--- config.mk ---
export PLATFORM = sky130hd
export DESIGN_NAME = pipelined_adder_subtractor_flat
export DESIGN_NICKNAME = d
export VERILOG_FILES = /design/src/rtl/adder_pkg.sv /design/src/rtl/pipelined_adder_subtractor_if.sv /design/src/rtl/adder_slice.sv /design/src/rtl/pipelined_adder_subtractor.sv /design/src/flat_wrapper.sv
export SDC_FILE = /design/constraint.sdc
export NUM_CORES = 1
export LEC_CHECK = 0
export CAP_MARGIN = 15
export CORE_MARGIN = 4
export CORE_UTILIZATION = 35
export CTS_BUF_LIST = sky130_fd_sc_hd__clkbuf_4 sky130_fd_sc_hd__clkbuf_8
export DETAILED_ROUTE_END_ITERATION = 6
export GPL_TIMING_DRIVEN = 0
export PLACE_DENSITY = 0.7
export REMOVE_ABC_BUFFERS = 1
export SLEW_MARGIN = 20
export SYNTH_ARGS = -nofsm -noshare
export SYNTH_HDL_FRONTEND = slang
export SYNTH_SLANG_ARGS = --single-unit
--- constraint.sdc ---
create_clock -name clk -period 3.75 [get_ports clk]
set_input_delay 0.375 -clock clk [delete_from_list [all_inputs] [get_ports clk]]
set_output_delay 0.375 -clock clk [all_outputs]
set_load 0.1 [all_outputs]
--- src/rtl/adder_pkg.sv ---
// Shared defaults and pipeline-depth derivation for the pipelined adder/subtractor.
package adder_pkg;

  // Operand/result width used when the top is instantiated without overrides.
  localparam int DEFAULT_DATA_WIDTH = 8;

  // Bits resolved per pipeline stage by default.
  localparam int DEFAULT_BLOCK_SIZE = 4;

  // Number of carry-chain stages; data_width must be a whole multiple of block_size.
  function automatic int num_stages(input int data_width, input int block_size);
    return data_width / block_size;
  endfunction

  // Low bit index of slice k.
  function automatic int slice_lo(input int k, input int block_size);
    return k * block_size;
  endfunction

endpackage

--- src/rtl/pipelined_adder_subtractor_if.sv ---
// Operand/result bus of the pipelined adder/subtractor with valid/ready on both sides.
interface pipelined_adder_subtractor_if
  import adder_pkg::*;
#(
  parameter int DATA_WIDTH = DEFAULT_DATA_WIDTH
);

  // Input side: one operand beat per in_valid && in_ready.
  logic                  in_valid;
  logic                  in_ready;
  logic [DATA_WIDTH-1:0] A;
  logic [DATA_WIDTH-1:0] B;
  logic                  Cin;
  logic                  SUB;

  // Output side: one result beat per out_valid && out_ready.
  logic                  out_valid;
  logic                  out_ready;
  logic [DATA_WIDTH-1:0] S;
  logic                  CF;
  logic                  OF;

  // Producer/consumer view (the bench).
  modport master (
    output in_valid, A, B, Cin, SUB, out_ready,
    input  in_ready, out_valid, S, CF, OF
  );

  // Arithmetic block view.
  modport slave (
    input  in_valid, A, B, Cin, SUB, out_ready,
    output in_ready, out_valid, S, CF, OF
  );

endinterface

--- src/rtl/adder_slice.sv ---
// Purely combinational ripple adder for one BLOCK_SIZE-wide slice of the operands.
// cmsb is the carry into the slice MSB; together with cout it yields signed overflow
// when this is the most significant slice.
module adder_slice #(
  parameter int WIDTH = 4
) (
  input  logic [WIDTH-1:0] a,
  input  logic [WIDTH-1:0] b,
  input  logic             cin,
  output logic [WIDTH-1:0] sum,
  output logic             cout,
  output logic             cmsb
);

  logic [WIDTH:0] carry;

  // Bit-serial ripple: each bit's carry feeds the next within the same cycle.
  always_comb begin
    carry    = '0;
    sum      = '0;
    carry[0] = cin;
    for (int i = 0; i < WIDTH; i++) begin
      sum[i]       = a[i] ^ b[i] ^ carry[i];
      carry[i+1]   = (a[i] & b[i]) | (carry[i] & (a[i] ^ b[i]));
    end
  end

  assign cout = carry[WIDTH];
  assign cmsb = carry[WIDTH-1];

endmodule

--- src/rtl/pipelined_adder_subtractor.sv ---
// Carry-pipelined adder/subtractor. Stage k resolves bit slice k using the carry
// registered by stage k-1. Operands ride along in per-stage registers so the upper
// slices meet their carry (skew), and the partial result rides along so every slice
// of a beat leaves together (deskew). All stages advance on one shared enable, so
// bubbles occupy a stage just like data and beats leave in acceptance order.
module pipelined_adder_subtractor
  import adder_pkg::*;
#(
  parameter int DATA_WIDTH = DEFAULT_DATA_WIDTH,
  parameter int BLOCK_SIZE = DEFAULT_BLOCK_SIZE
) (
  input  logic                        clk,
  input  logic                        rst_n,
  pipelined_adder_subtractor_if.slave bus
);

  localparam int NUM_STAGES = num_stages(DATA_WIDTH, BLOCK_SIZE);

  // Pipeline advance: the last stage is empty or is being consumed this cycle.
  logic en;

  // Per-stage registers (index k holds the beat that has passed through k+1 slices).
  logic [DATA_WIDTH-1:0] a_reg     [NUM_STAGES];
  logic [DATA_WIDTH-1:0] b_reg     [NUM_STAGES];
  logic [DATA_WIDTH-1:0] s_reg     [NUM_STAGES];
  logic                  carry_reg [NUM_STAGES];
  logic                  valid_reg [NUM_STAGES];
  logic                  of_reg;

  // What each stage sees at its input: the bus for stage 0, the previous stage otherwise.
  logic [DATA_WIDTH-1:0] a_src     [NUM_STAGES];
  logic [DATA_WIDTH-1:0] b_src     [NUM_STAGES];
  logic [DATA_WIDTH-1:0] s_src     [NUM_STAGES];
  logic                  carry_src [NUM_STAGES];
  logic                  valid_src [NUM_STAGES];

  // Slice adder results for each stage.
  logic [BLOCK_SIZE-1:0] slice_sum  [NUM_STAGES];
  logic                  slice_cout [NUM_STAGES];
  logic                  slice_cmsb [NUM_STAGES];

  genvar gi;

  generate
    for (gi = 0; gi < NUM_STAGES; gi++) begin : stage_g
      if (gi == 0) begin : head_g
        // Subtraction is A + ~B + 1: B is inverted up front and Cin is forced high,
        // so the user's Cin has no effect in subtract mode.
        assign a_src[gi]     = bus.A;
        assign b_src[gi]     = bus.B ^ {DATA_WIDTH{bus.SUB}};
        assign carry_src[gi] = bus.SUB ? 1'b1 : bus.Cin;
        assign valid_src[gi] = bus.in_valid;
        assign s_src[gi]     = '0;
      end else begin : chain_g
        assign a_src[gi]     = a_reg[gi-1];
        assign b_src[gi]     = b_reg[gi-1];
        assign carry_src[gi] = carry_reg[gi-1];
        assign valid_src[gi] = valid_reg[gi-1];
        assign s_src[gi]     = s_reg[gi-1];
      end

      adder_slice #(
        .WIDTH (BLOCK_SIZE)
      ) u_slice (
        .a    (a_src[gi][gi*BLOCK_SIZE +: BLOCK_SIZE]),
        .b    (b_src[gi][gi*BLOCK_SIZE +: BLOCK_SIZE]),
        .cin  (carry_src[gi]),
        .sum  (slice_sum[gi]),
        .cout (slice_cout[gi]),
        .cmsb (slice_cmsb[gi])
      );
    end
  endgenerate

  assign en = !valid_reg[NUM_STAGES-1] || bus.out_ready;

  // Stage registers: reset empties the pipe and zeroes results; otherwise every stage
  // (valid bit included) shifts forward together whenever the pipe may advance.
  always_ff @(posedge clk) begin
    if (!rst_n) begin
      for (int k = 0; k < NUM_STAGES; k++) begin
        valid_reg[k] <= 1'b0;
        carry_reg[k] <= 1'b0;
        s_reg[k]     <= '0;
        a_reg[k]     <= '0;
        b_reg[k]     <= '0;
      end
      of_reg <= 1'b0;
    end else if (en) begin
      for (int k = 0; k < NUM_STAGES; k++) begin
        valid_reg[k] <= valid_src[k];
        carry_reg[k] <= slice_cout[k];
        a_reg[k]     <= a_src[k];
        b_reg[k]     <= b_src[k];
        // Carry the lower result slices forward and drop this stage's slice in place.
        s_reg[k]                                 <= s_src[k];
        s_reg[k][slice_lo(k, BLOCK_SIZE) +: BLOCK_SIZE] <= slice_sum[k];
      end
      // Signed overflow: carry into the MSB differs from carry out of it.
      of_reg <= slice_cmsb[NUM_STAGES-1] ^ slice_cout[NUM_STAGES-1];
    end
  end

  assign bus.in_ready  = en;
  assign bus.out_valid = valid_reg[NUM_STAGES-1];
  assign bus.S         = s_reg[NUM_STAGES-1];
  assign bus.CF        = carry_reg[NUM_STAGES-1];
  assign bus.OF        = of_reg;

endmodule

--- src/flat_wrapper.sv ---
// flat-port wrapper written by rule: the top's interface ports become plain ports
module pipelined_adder_subtractor_flat import adder_pkg::*;
#(
  parameter int DATA_WIDTH = DEFAULT_DATA_WIDTH,
  parameter int BLOCK_SIZE = DEFAULT_BLOCK_SIZE
)
  (clk, rst_n, bus_in_valid, bus_A, bus_B, bus_Cin, bus_SUB, bus_out_ready, bus_in_ready, bus_out_valid, bus_S, bus_CF, bus_OF);
  pipelined_adder_subtractor_if #(.DATA_WIDTH(DATA_WIDTH)) bus_i ();
  input  logic clk;
  input  logic rst_n;
  input wire logic [$bits(bus_i.in_valid)-1:0] bus_in_valid;
  input wire logic [$bits(bus_i.A)-1:0] bus_A;
  input wire logic [$bits(bus_i.B)-1:0] bus_B;
  input wire logic [$bits(bus_i.Cin)-1:0] bus_Cin;
  input wire logic [$bits(bus_i.SUB)-1:0] bus_SUB;
  input wire logic [$bits(bus_i.out_ready)-1:0] bus_out_ready;
  output wire logic [$bits(bus_i.in_ready)-1:0] bus_in_ready;
  output wire logic [$bits(bus_i.out_valid)-1:0] bus_out_valid;
  output wire logic [$bits(bus_i.S)-1:0] bus_S;
  output wire logic [$bits(bus_i.CF)-1:0] bus_CF;
  output wire logic [$bits(bus_i.OF)-1:0] bus_OF;
  assign bus_i.in_valid = bus_in_valid;
  assign bus_i.A = bus_A;
  assign bus_i.B = bus_B;
  assign bus_i.Cin = bus_Cin;
  assign bus_i.SUB = bus_SUB;
  assign bus_i.out_ready = bus_out_ready;
  assign bus_in_ready = bus_i.in_ready;
  assign bus_out_valid = bus_i.out_valid;
  assign bus_S = bus_i.S;
  assign bus_CF = bus_i.CF;
  assign bus_OF = bus_i.OF;
  pipelined_adder_subtractor #(.DATA_WIDTH(DATA_WIDTH), .BLOCK_SIZE(BLOCK_SIZE)) u_core (.clk(clk), .rst_n(rst_n), .bus(bus_i));
endmodule
# After elaboration in Yosys (flattened, before gate mapping)
# Memory sizes are Yosys's and may differ from the RTL's.
# Cells that the tools add are included.
dict set report totals {
  register_bits 1
  ramBits 52
  input_bits 22
  out_inout_bits 12
  word_cells 79
  memories 5
}
# memory depth word_bits read_ports rd_clocked_by_memory_dff write_ports line
set mem_list {}
lappend mem_list {u_core.a_reg 2 8 1 0 2 pipelined_adder_subtractor.sv:23} ;# logic [DATA_WIDTH-1:0] a_reg [NUM_STAGES];
lappend mem_list {u_core.b_reg 2 8 1 0 2 pipelined_adder_subtractor.sv:24} ;# logic [DATA_WIDTH-1:0] b_reg [NUM_STAGES];
lappend mem_list {u_core.s_reg 2 8 2 0 2 pipelined_adder_subtractor.sv:25} ;# logic [DATA_WIDTH-1:0] s_reg [NUM_STAGES];
lappend mem_list {u_core.carry_reg 2 1 2 0 2 pipelined_adder_subtractor.sv:26} ;# logic carry_reg [NUM_STAGES];
lappend mem_list {u_core.valid_reg 2 1 2 0 2 pipelined_adder_subtractor.sv:27} ;# logic valid_reg [NUM_STAGES];
dict set report classes {
  mux 17
  bitwise 54
  reduce_logical 2
}
# operator n
set op_table {}
lappend op_table {{$mux 8} 6}
lappend op_table {{$or 1x1->1} 20}
lappend op_table {{$xor 1x1->1} 17}
lappend op_table {{$and 1x1->1} 16}
lappend op_table {{$mux 1} 9}
lappend op_table {{$mux 4} 2}
lappend op_table {{$xor 8x8->8} 1}
lappend op_table {{$logic_not 1->1} 1}
lappend op_table {{$logic_or 1x1->1} 1}

# Depth between registers and ports, before layout
# Gate-level depths: netlist of the first run.
dict set report logic_depth {
  word_depth 11
  mapped_depth 10
  depth_no_buf 9
}

# By module
# Synthesis of the first run repeated with hierarchy kept, for this count alone.
dict set report unflattened {
  hier_cells 94
  area_unflattened_um2 1273.7
}
# mod n_inst cells_each area_per_inst_um2 seq_area_each_um2
set modules_own_cells {}
lappend modules_own_cells {pipelined_adder_subtractor 1 70 1053.5 740.7}
lappend modules_own_cells {adder_slice 2 12 110.1 0.0}

# Least setup slack after synthesis of the first run
# Ideal clock, no wire load.
dict set report synth_timing {
  path_type {in2reg}
  start {input port bus_SUB}
  end {memory u_core.s_reg[0][3] (netlist name) (data pin)}
  setup_time_ps 257
  arrival_ps 2272
  required_time_ps 3493
  path_slack_ps 1221
  stages 10
  n_path_buf 1
  path_cell_list {buf_2 xnor2_1 fa_1 inv_1 fa_1 inv_1 fa_1 inv_1 fa_1 nor3b_1}
}
# item line
set synth_rtl {}
lappend synth_rtl {{from (decl)} flat_wrapper.sv:15} ;# input wire logic [$bits(bus_i.SUB)-1:0] bus_SUB;
lappend synth_rtl {{to (decl)} pipelined_adder_subtractor.sv:25}

==> impl_metrics.toml, run 1 <==
[place]
hpwlAfterDp_mm = 1.45
portBuffers = 33
finalWeightedCongestion = 0.728

[critical_path]
crit_fanout = 9
worst_setup_path_start_kind = "primary input"
max_stage_delay_ns = 0.75
cp-end-kind = "register"
crit_slowest_cell = "clkdlybuf4s50_1"
r2r_end = "u_core.s_reg[1][7]"
r2r_cells = 8
cp_cell_sequence = "clkdlybuf4s50_1, xnor2_1, fa_1, inv_1, fa_1, inv_1, fa_1, inv_1, fa_1, nor3b_1"
r2r_slack_ns = 1.35
required_ns = 3.73
crit_top_cell = "fa_1"
r2r_start = "u_core.carry_reg[0][0]"
crit_type = "primary input to register"
arrival_ns = 2.97

[synth]
synth-seq-cells = 25
synth_top_cells_by_area = "edfxtp_1 (53%), fa_1 (12%), nor3b_2 (8.3%)"
seq_area_frac_synth_pct = 54.9
synth_common_cells = "edfxtp_1 (24), inv_1 (13), nor3b_2 (9)"
synth_flop_cell = "edfxtp_1"
syn_area_mm2 = 0.00135
yosys.area_share.simple_pct = 18.7
synth_compound_area_share_pct = 0.556
synth_edf_count = 24
yosysMostFrequentCell = "edfxtp_1"
synth_xor_area_share_pct = 5.84
synth_mux_area_share_pct = 0
synth_top_cell_by_area = "edfxtp_1"
synth_fa_ha_area_share_pct = 11.9
netlist.area_leader.share_pct = 53.4
synthArstFlopShare_pct = 0
post_synth.cell_area_avg_um2 = 14.8
yosysWarnings = 0
synth_cells = 91
synth_top_family_by_area = "simple AND/OR/NAND/NOR gates"
synthDistinctLibCells = 19

[sta]
timing.setup.tns_ns = 0
rsz0062_at_grt = "false"
clock_skew_ns = 0.00408
hold_violations = 0
slew_violations = 0
min_period_over_period_pct = 79.7
worst-slew-pin-transition_ns = 0.967
setup_viol = 0
post-route-min-period_ns = 2.99
fmax_mhz = 334
slew-limit-headroom_pct = 35.3

[route]
drt-vias-per-instance = 4.34
via_count = 738
drc_errors = 0
drt_iter0_drc = 20
firstDrtPassIters = 3
wl_mm = 1.96
antenna_left = 0
wl_per_cell_um = 11.5

[floorplanning]
dieArea_mm2 = 0.00491
initial_core_util_pct = 36.6
rows = 22
core_area_mm2 = 0.00369
die_x_um = 70.1
io_pins = 34
die_h_um = 70.1

[global_route]
grt_pass1_wl_mm = 3.64
antenna_found_initial = 0
grt_usage_pct = 9.04
grt_pass1_vias = 836
grt_max_degree = 28
grt_overflow = 0

[clocking]
clock_sinks = 25
postCtsResizedCells = 0
cts_buffer_depth = 2
clock_latency_ns = 0.26
clk_pin_slew_worst_paths_ns = 0.08
cts_setup_buffers = 0
cts_hold_buf = 0
cts_buffers = 3
cts-htree-levels = 1
cts-root-buf = "clkbuf_8"
cts_tree = "done"

[power_and_ir_drop]
leakage_nw = 0.645
peakVddDrop_v = 0.000142
power_density_mw_per_mm2 = 436

[cells_and_area]
utilization_pct = 46.9
fin_nets = 153
syn_to_final_growth_pct = 28.3
antennaDiodeCount = 0
largest_reg_flops = 12
drive_gt1_share_pct = 15.6

[run]
drv_cap = 0

[min_path]
hold_depth = 2
min_path_type = "register to register"
hp-start = "u_core.bus.OF"
hold_end = "u_core.bus.OF"

[run_status]
status = "finished, final reports clean"
==> metal layers <==
metal	up-vias	GRT usage (%)	routed length, µm
li1	366	-	-
met1	343	10.5	818
met2	25	15.4	989
met3	4	2.30	100
met4	0	4.47	46
met5	-	0	0
==> critical path: cells and delay by family <==
family / cells / cell delay [ns]
AND/OR/NAND/NOR: 1 / 0.15
adder cells (fa/ha/maj): 4 / 1.33
XOR/XNOR: 1 / 0.17
buffers and inverters: 4 / 0.95
==> how the worst max path moves through the flow <==
stage	startpoint	endpoint	slack, ns	cells past startpoint
after detailed placement	bus_SUB	u_core.s_reg[0][3]	0.47	10
after floorplan	u_core.valid_reg[0][1]	u_core.a_reg[0][4]	1.12	2
final	bus_SUB	u_core.s_reg[0][3]	0.76	10
after global placement	bus_SUB	u_core.s_reg[0][3]	0.53	10
after CTS	bus_SUB	u_core.s_reg[0][3]	0.75	10
after global routing	bus_SUB	u_core.s_reg[0][3]	0.63	10
==> logic make-up (layout without fill, tap and decap cells) <==
| group | count (synthesis) | count (layout) |
|---|---|---|
| xor gates and xnor gates | 9 | 9 |
| AOI/OAI and AO/OA | 1 | 1 |
| and+or+nand+nor | 28 | 28 |
| DFF | 25 | 25 |
| adders and majority gates | 8 | 8 |
| buffers and inverters | 20 | 51 |
==> cell type report <==
type                       instances  area (µm²)
fill                             355        1960
inverter                          14        52.6
clock buffer                       4        48.8
multi-input combinational         46         499
sequential                        25         741
tap                               48        60.1
timing repair buffer              33         330
==> metrics by stage <==
stage	hold WS, ns	setup WS (ns)	area (µm²)	cells	power, mW
after global routing	0.570	0.630	1730	170	0.795
after global placement	0.487	0.531	1680	166	0.600
after CTS	0.511	0.749	1730	170	0.765
final	0.512	0.760	1730	170	0.755
after detailed placement	0.497	0.471	1680	166	0.605
after floorplan	0.537	1.12	1290	85	0.536
==> placed cells by master, fill, tap and decap left out, drive strengths merged, types with 3 or more instances in the layout <==
cell type       n
xnor2           6
nor3            9
edfxtp         24
fa              8
inv            14
clkdlybuf4s50  33
clkbuf          4
xor2            3
nor3b          15
==> report_power, final <==
part	leakage, nW	switching [mW]	total [mW]	internal, mW
clock	0.0262	0.0753	0.158	0.0829
combinational	0.332	0.162	0.244	0.0820
sequential	0.287	0.00928	0.352	0.343
total	0.645	0.247	0.755	0.508
Power figures use the tool's default switching activity.
==> inputs of run 2 (changes only) <==
--- a/config.mk
+++ b/config.mk
@@ -11,7 +11,7 @@
 export CTS_BUF_LIST = sky130_fd_sc_hd__clkbuf_4 sky130_fd_sc_hd__clkbuf_8
 export DETAILED_ROUTE_END_ITERATION = 6
 export GPL_TIMING_DRIVEN = 0
-export PLACE_DENSITY = 0.7
+export PLACE_DENSITY = 0.73
 export REMOVE_ABC_BUFFERS = 1
 export SLEW_MARGIN = 20
 export SYNTH_ARGS = -nofsm -noshare
==> constraint.sdc (replaced) <==
create_clock -name clk -period 2.56 [get_ports clk]
set_input_delay 0.256 -clock clk [delete_from_list [all_inputs] [get_ports clk]]
set_output_delay 0.256 -clock clk [all_outputs]
set_load 0.1 [all_outputs]
==> impl_metrics.toml, run 2 (synthesized netlist as in run 1, its figures left out) <==
[sta]
timing.setup.tns_ns = 0
fin_ws_ns = 0.133
worst-slew-pin-transition_ns = 0.975
hold_ws_ns = 0.528
post-route-min-period_ns = 2.43
min_period_over_period_pct = 94.8
clock_skew_ns = 0.00119
slew_violations = 0
hold_violations = 0
fmax_mhz = 412
setup_viol = 0
rsz0062_at_grt = "false"
slew-limit-headroom_pct = 34.8

[critical_path]
required_ns = 2.55
critPathCapture = "u_core.s_reg[0][3]"
r2r_start = "u_core.carry_reg[0][0]"
cp-end-kind = "register"
arrival_ns = 2.41
r2r_slack_ns = 0.20
r2r_cells = 8
r2r_end = "u_core.s_reg[1][7]"
cp-startpoint = "bus_A[0]"
worst_setup_path_start_kind = "primary input"
crit_type = "primary input to register"
crit_fanout = 1

[run_status]
status = "finished, final reports clean"

[power_and_ir_drop]
power_density_mw_per_mm2 = 627
peakVddDrop_v = 0.000241
leakage_nw = 0.659

[floorplanning]
die_x_um = 70.1
die_h_um = 70.1
core_area_mm2 = 0.00369
dieArea_mm2 = 0.00491
initial_core_util_pct = 36.6
io_pins = 34
rows = 22

[place]
hpwlAfterDp_mm = 1.41
pre_cts_ws_ns = -0.577
finalWeightedCongestion = 0.731
portBuffers = 33

[route]
drt-vias-per-instance = 4.25
firstDrtPassIters = 2
drc_errors = 0
antenna_left = 0
via_count = 723
wl_per_cell_um = 11.0
drt_iter0_drc = 14
wl_mm = 1.88

[global_route]
antenna_found_initial = 0
grt_pass1_wl_mm = 3.31
grt_usage_pct = 8.47
grt_max_degree = 28
grt_overflow = 0
grt_pass1_vias = 737

[clocking]
cts-root-buf = "clkbuf_8"
cts_buffers = 3
clock_latency_ns = 0.26
clock_sinks = 25
clk_pin_slew_worst_paths_ns = 0.08
cts_buffer_depth = 2
cts_setup_buffers = 0
cts_tree = "done"
cts-htree-levels = 1
cts_hold_buf = 0

[cells_and_area]
largest_reg_flops = 12
syn_to_final_growth_pct = 28.8
layout_common_cells = "clkdlybuf4s50_1 (30), edfxtp_1 (24), inv_1 (13)"
antennaDiodeCount = 0
final_common_cell = "clkdlybuf4s50_1"
fin_nets = 153
drive_gt1_share_pct = 17.2
utilization_pct = 47.2

[run]
drv_cap = 0

[min_path]
min_path_type = "register to register"
hold_depth = 2
==> run 2: cell types whose count changed in the layout (fill, tap and decap cells not counted), sizes merged <==
cell	before	now
clkdlybuf4s50	33	30
clkbuf	4	3
clkdlybuf4s15	0	1
clkinv	0	1
dlygate4sd2	0	1
dlymetal6s2s	0	1
==> run 2: cell type report <==
cell class                      instances  area, µm²
Sequential cell                        25        741
Timing Repair Buffer                   33        333
Clock inverter                          1       5.00
Clock buffer                            3       41.3
Inverter                               14       52.6
Fill cell                             349       1950
Multi-Input combinational cell         46        507
Tap cell                               48       60.1
==> run 2: how the worst min path moves through the flow <==
stage / from / endpoint / slack [ns]
after floorplan: rst_n / u_core.bus.OF / 0.43
after CTS: u_core.bus.OF / u_core.bus.OF / 0.53
after global placement: u_core.bus.OF / u_core.bus.OF / 0.49
after global routing: u_core.bus.OF / u_core.bus.OF / 0.56
after detailed placement: u_core.bus.OF / u_core.bus.OF / 0.51
final: u_core.bus.OF / u_core.bus.OF / 0.53
==> run 2: what timing repair did <==
action,4_1_cts,5_1_grt
gates resized for setup,4,2
setup endpoints to repair,3,1
pin swaps,0,0
==> run 2: stage by stage <==
stage / area (µm²) / cells / power [mW]
6_report: 1740 / 170 / 1.09
5_1_grt: 1740 / 170 / 1.15
4_1_cts: 1730 / 170 / 1.10
3_5_place_dp: 1680 / 166 / 0.882
3_3_place_gp: 1680 / 166 / 0.879
2_1_floorplan: 1290 / 85 / 0.785
==> run 2: power breakdown <==
group	internal, mW	switching (mW)
clock	0.108	0.111
sequential	0.503	0.0132
combinational	0.119	0.236
total	0.730	0.360
==> run 2: metal layers <==
metal	vias up	part of all wire (%)	track usage, %
li1	367	-	-
met1	328	42	10.1
met2	24	50	13.4
met3	4	4.9	2.01
met4	0	3.1	5.74
met5	-	0	0
==> run 2: critical path, stage by stage <==
cell             delay [ns]
clkdlybuf4s50_1        0.46
inv_1                  0.05
fa_1                   0.40
inv_1                  0.08
fa_1                   0.16
inv_1                  0.05
fa_1                   0.35
inv_1                  0.07
fa_1                   0.39
nor3b_1                0.15
